==> config.mk <==
export PLATFORM = sky130hd
export DESIGN_NAME = adc_spi_reg_reader
export DESIGN_NICKNAME = d
export VERILOG_FILES = /design/src/rtl/adc_spi_pkg.sv /design/src/rtl/spi_mode1_shifter.sv /design/src/rtl/adc_spi_reg_reader.sv
export SDC_FILE = /design/constraint.sdc
export NUM_CORES = 1
export LEC_CHECK = 0
export BUFFER_PORTS_ARGS = -buffer_cell sky130_fd_sc_hd__buf_2
export CAP_MARGIN = 0
export CORE_UTILIZATION = 55
export CTS_BUF_LIST = sky130_fd_sc_hd__clkbuf_8 sky130_fd_sc_hd__clkbuf_16
export DETAILED_ROUTE_END_ITERATION = 10
export PLACE_DENSITY = 0.74
export SKIP_LAST_GASP = 1
export SLEW_MARGIN = 0
export SYNTH_ARGS = -nofsm -noshare
export SYNTH_HDL_FRONTEND = slang
export SYNTH_SLANG_ARGS = --single-unit
==> constraint.sdc <==
create_clock -name FPGA_CLK1_32 -period 2.5 [get_ports FPGA_CLK1_32]
set_clock_uncertainty 0.1 [all_clocks]
set_input_delay 0.375 -clock FPGA_CLK1_32 [delete_from_list [all_inputs] [get_ports FPGA_CLK1_32]]
set_output_delay 0.375 -clock FPGA_CLK1_32 [all_outputs]
set_load 0.05 [all_outputs]
==> src/rtl/adc_spi_pkg.sv <==
// Shared definitions for the ADC control SPI masters.
// Frame constants, FSM states and the RREG command builder.
package adc_spi_pkg;

   localparam logic [2:0]  RREG_OP    = 3'b001;
   localparam logic [15:0] NOP_CMD    = 16'h0000;
   localparam int          FRAME_BITS = 16;

   typedef enum logic [2:0] {
      IDLE,
      SETUP,
      SHIFT,
      HOLD,
      GAP,
      DONE
   } state_t;

   function automatic logic [15:0] rreg_cmd(input logic [4:0] addr);
      return {RREG_OP, addr, 8'h00};
   endfunction

endpackage

==> src/rtl/spi_mode1_shifter.sv <==
// 16-bit SPI mode 1 shift engine (CPOL=0, CPHA=1, MSB first).
// sdo changes with sck rising, sdi is captured with sck falling.
module spi_mode1_shifter
   import adc_spi_pkg::*;
#(
   parameter int CLK_DIV = 4
) (
   input  logic        clk,
   input  logic        rst_n,
   input  logic        start,
   input  logic [15:0] tx,
   output logic        done,
   output logic [15:0] rx,
   output logic        sck,
   output logic        sdo,
   input  logic        sdi
);

   localparam logic [7:0] DIV_LAST = 8'(CLK_DIV - 1);
   localparam logic [3:0] BIT_LAST = 4'(FRAME_BITS - 1);

   logic        active;
   logic [7:0]  div;
   logic [3:0]  bit_cnt;
   logic [15:0] tx_sr;

   // High for the final low half-period of bit 0
   assign done = active && !sck && (div == 8'd0) && (bit_cnt == 4'd0);

   always_ff @(posedge clk or negedge rst_n) begin
      if (!rst_n) begin
         active  <= 1'b0;
         div     <= 8'd0;
         bit_cnt <= 4'd0;
         tx_sr   <= 16'h0000;
         rx      <= 16'h0000;
         sck     <= 1'b0;
         sdo     <= 1'b0;
      end else if (start && !active) begin
         active  <= 1'b1;
         sck     <= 1'b1;
         sdo     <= tx[15];
         tx_sr   <= {tx[14:0], 1'b0};
         div     <= DIV_LAST;
         bit_cnt <= BIT_LAST;
      end else if (active) begin
         if (div != 8'd0) begin
            div <= div - 8'd1;
         end else if (sck) begin
            sck <= 1'b0;
            rx  <= {rx[14:0], sdi};
            div <= DIV_LAST;
         end else if (bit_cnt == 4'd0) begin
            active <= 1'b0;
            sdo    <= 1'b0;
         end else begin
            sck     <= 1'b1;
            sdo     <= tx_sr[15];
            tx_sr   <= {tx_sr[14:0], 1'b0};
            bit_cnt <= bit_cnt - 4'd1;
            div     <= DIV_LAST;
         end
      end
   end

endmodule

==> src/rtl/adc_spi_reg_reader.sv <==
// ADC register read master: RREG frame, gap, NOP frame with MISO capture.
// Returns the low byte and flags a mismatch of the echoed command byte.
module adc_spi_reg_reader
   import adc_spi_pkg::*;
#(
   parameter int CLK_DIV  = 4,
   parameter int CS_SETUP = 2,
   parameter int CS_HOLD  = 2,
   parameter int CS_GAP   = 8
) (
   input  logic       FPGA_CLK1_32,
   input  logic       reset_n,
   input  logic       req_valid,
   input  logic [4:0] req_addr,
   output logic       req_ready,
   output logic       rsp_valid,
   output logic [7:0] rsp_data,
   output logic       rsp_err,
   output logic       busy,
   output logic       ss,
   output logic       sck,
   output logic       sdo,
   input  logic       sdi
);

   localparam logic [7:0] SETUP_LAST = 8'(CS_SETUP - 1);
   localparam logic [7:0] HOLD_LAST  = 8'(CS_HOLD - 1);
   localparam logic [7:0] GAP_LAST   = 8'(CS_GAP - 1);

   state_t      state;
   logic [4:0]  addr;
   logic        frame;
   logic [7:0]  wait_cnt;
   logic        start;
   logic        done;
   logic [15:0] tx;
   logic [15:0] rx;

   assign tx    = frame ? NOP_CMD : rreg_cmd(addr);
   assign start = (state == SETUP) && (wait_cnt == 8'd0);

   spi_mode1_shifter #(
      .CLK_DIV(CLK_DIV)
   ) u_shifter (
      .clk  (FPGA_CLK1_32),
      .rst_n(reset_n),
      .start(start),
      .tx   (tx),
      .done (done),
      .rx   (rx),
      .sck  (sck),
      .sdo  (sdo),
      .sdi  (sdi)
   );

   always_ff @(posedge FPGA_CLK1_32 or negedge reset_n) begin
      if (!reset_n) begin
         state     <= IDLE;
         addr      <= 5'd0;
         frame     <= 1'b0;
         wait_cnt  <= 8'd0;
         req_ready <= 1'b0;
         rsp_valid <= 1'b0;
         rsp_data  <= 8'h00;
         rsp_err   <= 1'b0;
         busy      <= 1'b0;
         ss        <= 1'b1;
      end else begin
         rsp_valid <= 1'b0;
         unique case (state)
            IDLE: begin
               if (req_valid && req_ready) begin
                  addr      <= req_addr;
                  frame     <= 1'b0;
                  wait_cnt  <= SETUP_LAST;
                  req_ready <= 1'b0;
                  busy      <= 1'b1;
                  ss        <= 1'b0;
                  state     <= SETUP;
               end else begin
                  req_ready <= 1'b1;
               end
            end
            SETUP: begin
               if (wait_cnt == 8'd0) state <= SHIFT;
               else wait_cnt <= wait_cnt - 8'd1;
            end
            SHIFT: begin
               if (done) begin
                  wait_cnt <= HOLD_LAST;
                  state    <= HOLD;
               end
            end
            HOLD: begin
               if (wait_cnt != 8'd0) begin
                  wait_cnt <= wait_cnt - 8'd1;
               end else if (!frame) begin
                  ss       <= 1'b1;
                  wait_cnt <= GAP_LAST;
                  state    <= GAP;
               end else begin
                  ss        <= 1'b1;
                  rsp_valid <= 1'b1;
                  rsp_data  <= rx[7:0];
                  rsp_err   <= rx[15:8] != {RREG_OP, addr};
                  state     <= DONE;
               end
            end
            GAP: begin
               if (wait_cnt != 8'd0) begin
                  wait_cnt <= wait_cnt - 8'd1;
               end else begin
                  frame    <= 1'b1;
                  ss       <= 1'b0;
                  wait_cnt <= SETUP_LAST;
                  state    <= SETUP;
               end
            end
            DONE: begin
               busy      <= 1'b0;
               req_ready <= 1'b1;
               state     <= IDLE;
            end
            default: state <= IDLE;
         endcase
      end
   end

endmodule

After elaboration in Yosys (flattened, before gate mapping)
Index checks and enable logic that the tools add are counted.
- reduce and logical (&&, ||, !) cells: 31
- equality and inequality tests: 17
- add/subtract/negate cells: 3
- mux-type cells: 56
- bitwise gates (word level): 3
- operators with widths (cell ; number):
    $mux W8 ; 11
    $mux W16 ; 5
    $pmux W8 S5 ; 1
    $mux W1 ; 23
    $mux W4 ; 5
    $logic_not A8 Y1 ; 2
    $reduce_bool A8 Y1 ; 2
    $sub A8 B1 Y8 const B ; 2
    $mux W3 ; 5
    $pmux W3 S5 ; 1
    $mux W14 ; 1
    $ne A2 B2 Y1 const B ; 6
    $reduce_and A4 Y1 ; 3
    $reduce_and A5 Y1 ; 2
    $reduce_and A3 Y1 ; 3
    $ne A8 B6 Y1 ; 1
    $reduce_and A2 Y1 ; 4
    $eq A3 B2 Y1 const B ; 2
    $eq A3 B3 Y1 const B ; 2
    $logic_and A1 B1 Y1 ; 6
    $ne A2 B1 Y1 const B ; 3
    $pmux W1 S2 ; 3
    $reduce_bool A2 Y1 ; 3
    $reduce_bool A5 Y1 ; 1
    other kinds (10) ; 13
- input bits: 9
- output and inout bits: 15
- word-level logic and storage cells: 127
- bits in registers: 77

Depth between registers and ports, before layout
- depth after elaboration: 6
- depth in mapped cells: 8
- depth with buffers taken out: 7

By module
From an unflattened synthesis, not the netlist that was laid out.
- cell total of the unflattened synthesis: 334
- area, all modules: 3716.1 um2
- by module, submodules not included (module ; area each (um2) ; instances ; cells an instance):
    spi_mode1_shifter ; 2090.8 ; 1 ; 179
    adc_spi_reg_reader ; 1625.3 ; 1 ; 155

Worst setup path after synthesis
No wires, ideal clock.
- path type: register -> register
- start point: reg u_shifter.div[0]
- end point: reg u_shifter.tx_sr[10]
- cell stages (with the launch flop): 9
- arrival: 1.998 ns
- buffers on the path: 1
- slack: 0.281 ns
- period minus slack after synthesis: 2.219 ns
- data required time: 2.280 ns
- library setup time: 0.120 ns
- path through: dfrtp_1 inv_1 ha_1 or3b_2 clkbuf_1 nor4_4 mux2i_1 nor2_1 a31o_2
- word-level cells in the longest chain between the ends: 3
- ends and longest elaborated chain (element ; line ; source):
    start: declaration ; spi_mode1_shifter.sv:23 ; logic [7:0] div;
    start signal: assignment ; spi_mode1_shifter.sv:48 ; div <= div - 8'd1;
    $reduce_bool A8 Y1 ; spi_mode1_shifter.sv:47 ; if (div != 8'd0) begin
    $ne A2 B1 Y1 (no line) ; n/a ;
    $reduce_and A4 Y1 (no line) ; n/a ;
    end signal: assignment ; spi_mode1_shifter.sv:43 ; tx_sr <= {tx[14:0], 1'b0};
    end signal: assignment ; spi_mode1_shifter.sv:59 ; tx_sr <= {tx_sr[14:0], 1'b0};
    end: declaration ; spi_mode1_shifter.sv:25 ; logic [15:0] tx_sr;
No other way between the ends.
A chain may end at the register's enable or synchronous reset.

Worst setup path after layout
- start point: reg wait_cnt[0]
- end point: reg rsp_data[3]
- word-level cells in the longest chain between the ends: 3
- ends and longest elaborated chain (element ; line ; source):
    start: declaration ; adc_spi_reg_reader.sv:33 ; logic [7:0] wait_cnt;
    start signal: assignment ; adc_spi_reg_reader.sv:86 ; else wait_cnt <= wait_cnt - 8'd1;
    start signal: assignment ; adc_spi_reg_reader.sv:96 ; wait_cnt <= wait_cnt - 8'd1;
    start signal: assignment ; adc_spi_reg_reader.sv:111 ; wait_cnt <= wait_cnt - 8'd1;
    $reduce_bool A8 Y1 ; adc_spi_reg_reader.sv:95 ; if (wait_cnt != 8'd0) begin
    $not A1 Y1 (no line) ; n/a ;
    $reduce_and A3 Y1 (no line) ; n/a ;
    end signal: assignment ; adc_spi_reg_reader.sv:104 ; rsp_data <= rx[7:0];
    end: declaration ; adc_spi_reg_reader.sv:17 ; output logic [7:0] rsp_data,
No other way between the ends.

==> impl_metrics.py <==
metrics = {
    "pwr": {
        "power-per-cell-area_nw_per_um2": 522.5,
        "p_comb_share_pct": 1.7,
        "ir_worst_vdd_mv": 0.3831,
        "p_total_w": 0.001947,
        "power_frac_seq_pct": 56.5,
        "switching_share_pct": 24.30,
        "p_int_w": 0.001474,
        "power.switching_w": 0.0004731,
        "clkPwrFrac_pct": 41.8,
        "leakage_nw": 1.832,
    },
    "routing": {
        "met1Wirelength_um": 2879,
        "drt_iter0_markers": 172,
        "drc": 0,
        "dr.pass1.iters": 4,
        "wl_met3_um": 242,
        "routed.top_layer": "met4",
        "via_per_inst": 5.640,
        "route.met2.wl_um": 2785,
        "vias": 2352,
        "drt-wirelength-per-cell_um": 14.39,
        "ant_nets": 0,
        "drt-total-wl_um": 6002,
    },
    "logic_synthesis": {
        "synth_edf_count": 0,
        "synth_top_area_share_pct": 51.01,
        "synth_nets": 320,
        "yosysSeqAreaShare_pct": 51.81,
        "synth.most_common_cell": "dfrtp_1",
        "syn_avg_cell_area_um2": 10.78,
        "synth_seq_cells": 68,
        "ys_top_cells_by_count": "dfrtp_1, mux2_2, o21ai_0",
        "synth.area.top_cells": "dfrtp_1, mux2_2, o21ai_0",
        "async_reset_ff_share_pct": 100.0,
        "syn_inst": 305,
        "ys.flop_type": "dfrtp_1",
        "ys_types": 49,
        "ys_warn_count": 0,
        "netlist_area_um2": 3287,
        "yosysTopAreaCell": "dfrtp_1",
    },
    "clock_tree": {
        "cts_root_buffer": "clkbuf_8",
        "clkSinkCount": 68,
        "cts_buffer_depth": 2,
        "cts_tree": "yes",
        "clk_pin_slew_worst_paths_ps": 80,
        "htree_levels": 3,
        "cts_made_buffers": 9,
        "clkLatencyLatePin_ps": 350,
    },
    "hold_path": {
        "hold_path_depth": 2,
        "min_from": "req_addr[1]",
        "min_to": "addr[1]",
        "hold_class": "input pin to register",
    },
    "timing": {
        "whs_ps": 154.6,
        "hold_viol": 0,
        "max_clock_freq_mhz": 434.8,
        "worstMarginPinSlew_ps": 701.0,
        "setup_viol_count_final": 0,
        "drv_slew": 0,
        "rsz0062_at_grt": "false",
        "period_needed_ps": 2300,
        "slew_headroom_pct": 53.16,
        "fin_crit_sh_pct": 92.00,
        "fin_setup_tns_ps": 0,
    },
    "floorplan": {
        "die_w_um": 79.31,
        "initial_core_util_pct": 58.26,
        "fp.dieArea_um2": 6289,
        "coreArea_um2": 5642,
        "num_rows": 27,
        "pin_count": 24,
        "die_h_um": 79.31,
    },
    "layout": {
        "num_antenna_cells": 0,
        "finalNonFillerCells": 417,
        "drive_gt1_share_pct": 27.25,
        "final_util_pct": 66.05,
        "syn2layout_area_growth_pct": 13.36,
        "num-nets-final": 355,
    },
    "worst_setup_path": {
        "rr_worst_depth": 7,
        "r2r_setup_slack_ps": 200,
        "startpoint_type": "register",
        "endpoint_kind": "register",
        "arrival_ps": 2430,
        "worstPathRequired_ps": 2630,
        "r2r_end": "rsp_data[3]",
        "path_max_fanout": 10,
        "crit_type": "register to register",
        "rr_startpoint": "wait_cnt[0]",
    },
    "global_routing": {
        "grt_overflow_total": 0,
        "grt_use_total_pct": 22.20,
        "antenna_found_initial": 0,
        "first_global_vias": 2372,
        "grt_first_pass_wirelength_um": 10630,
        "grt_start_max_net_pins": 69,
    },
    "place": {
        "gp_congestion": 0.7870,
        "dp.cells": 399,
        "port_buffers": 23,
        "dp.final_hpwl_um": 4139,
    },
    "flow_run": {
        "cap_violations": 0,
    },
    "status": {
        "run_status": "complete, no violations",
    },
}
[routing by layer]
metal	vias to the layer above	GRT usage, %
met5	-	0
met4	0	11.45
met3	9	4.253
met2	46	36.38
met1	1125	27.89
li1	1172	-
[worst max path at each step]
stage                      from                  end
2_1_floorplan  u_shifter.div[0]  u_shifter.tx_sr[10]
3_3_place_gp   u_shifter.div[0]  u_shifter.tx_sr[10]
3_5_place_dp   u_shifter.div[0]  u_shifter.tx_sr[10]
4_1_cts        u_shifter.div[0]  u_shifter.tx_sr[10]
5_1_grt             wait_cnt[1]          rsp_data[0]
6_report            wait_cnt[0]          rsp_data[3]
[cells in the final DEF, fill, tap and decap left out, drive strengths merged, types with 6 or more instances in the layout]
cell,instances
o21ai,31
dfrtp,67
nor2,23
inv,19
buf,34
nor3,10
ha,6
nand2,18
mux2,30
a21oi,17
clkbuf,9
[cells by family after synthesis]
| family | Yosys count | share of synthesized area (%) |
|---|---|---|
| simple gates | 88 | 14.69 |
| compound gates | 72 | 13.40 |
| buf+inv | 28 | 3.883 |
| xor+xnor | 8 | 2.132 |
| fa+ha+maj | 6 | 2.284 |
| flops | 68 | 51.81 |
| mux | 35 | 11.80 |
[power by group through the flow]
| stage | Sequential (W) | Combinational (W) | Clock (W) |
|---|---|---|---|
| finish | 0.00110 | 0.0000324 | 0.000814 |
| global route | 0.00110 | 0.0000381 | 0.000874 |
| CTS | 0.00110 | 0.0000343 | 0.000824 |
| global placement | 0.00112 | 0.0000327 | 0 |
| detailed placement | 0.00112 | 0.0000330 | 0 |
| floorplan | 0.00112 | 0.000000826 | 0 |
[final cells by class]
type / count / area [um^2]
inverter: 17 / 63.81
sequential: 68 / 1703
tap: 72 / 90.09
fill: 442 / 1916
clock buffer: 9 / 123.9
clock inverter: 7 / 50.05
multi-input combinational: 209 / 1463
timing repair buffer: 35 / 232.7
[worst max-delay path, stage by stage, from the launching register on]
cell	delay (ps)
dfrtp_1	400
inv_1	100
ha_1	160
or4b_1	530
nor2_2	130
and3_1	240
nand2_2	190
mux2_2	320
[registers in the layout, indices dropped and copies added, names as in the netlist]
signal / count
req_ready: 1
rsp_data: 8
u_shifter.rx: 16
busy: 1
frame: 1
u_shifter.tx_sr: 7
u_shifter.sdo: 1
ss: 1
u_shifter.bit_cnt: 4
wait_cnt: 8
addr: 5
rsp_err: 1
u_shifter.active: 1
state: 3
rsp_valid: 1
u_shifter.div: 8
u_shifter.sck: 1
[what timing repair did]
action,in CTS,in global routing
setup buffers,0,1
endpoints found under the hold margin,67,0
gates resized for setup,0,1
hold buffers,1,0
setup endpoints to repair,0,7
[per-stage QoR]
step	cell area, um^2	setup WS, ps
floorplan	3287	281.4
global placement	3528	201.4
detailed placement	3528	132.4
CTS	3712	135.2
global route	3726	37.73
finish	3726	200.0
(Power assumes the default switching activity.)
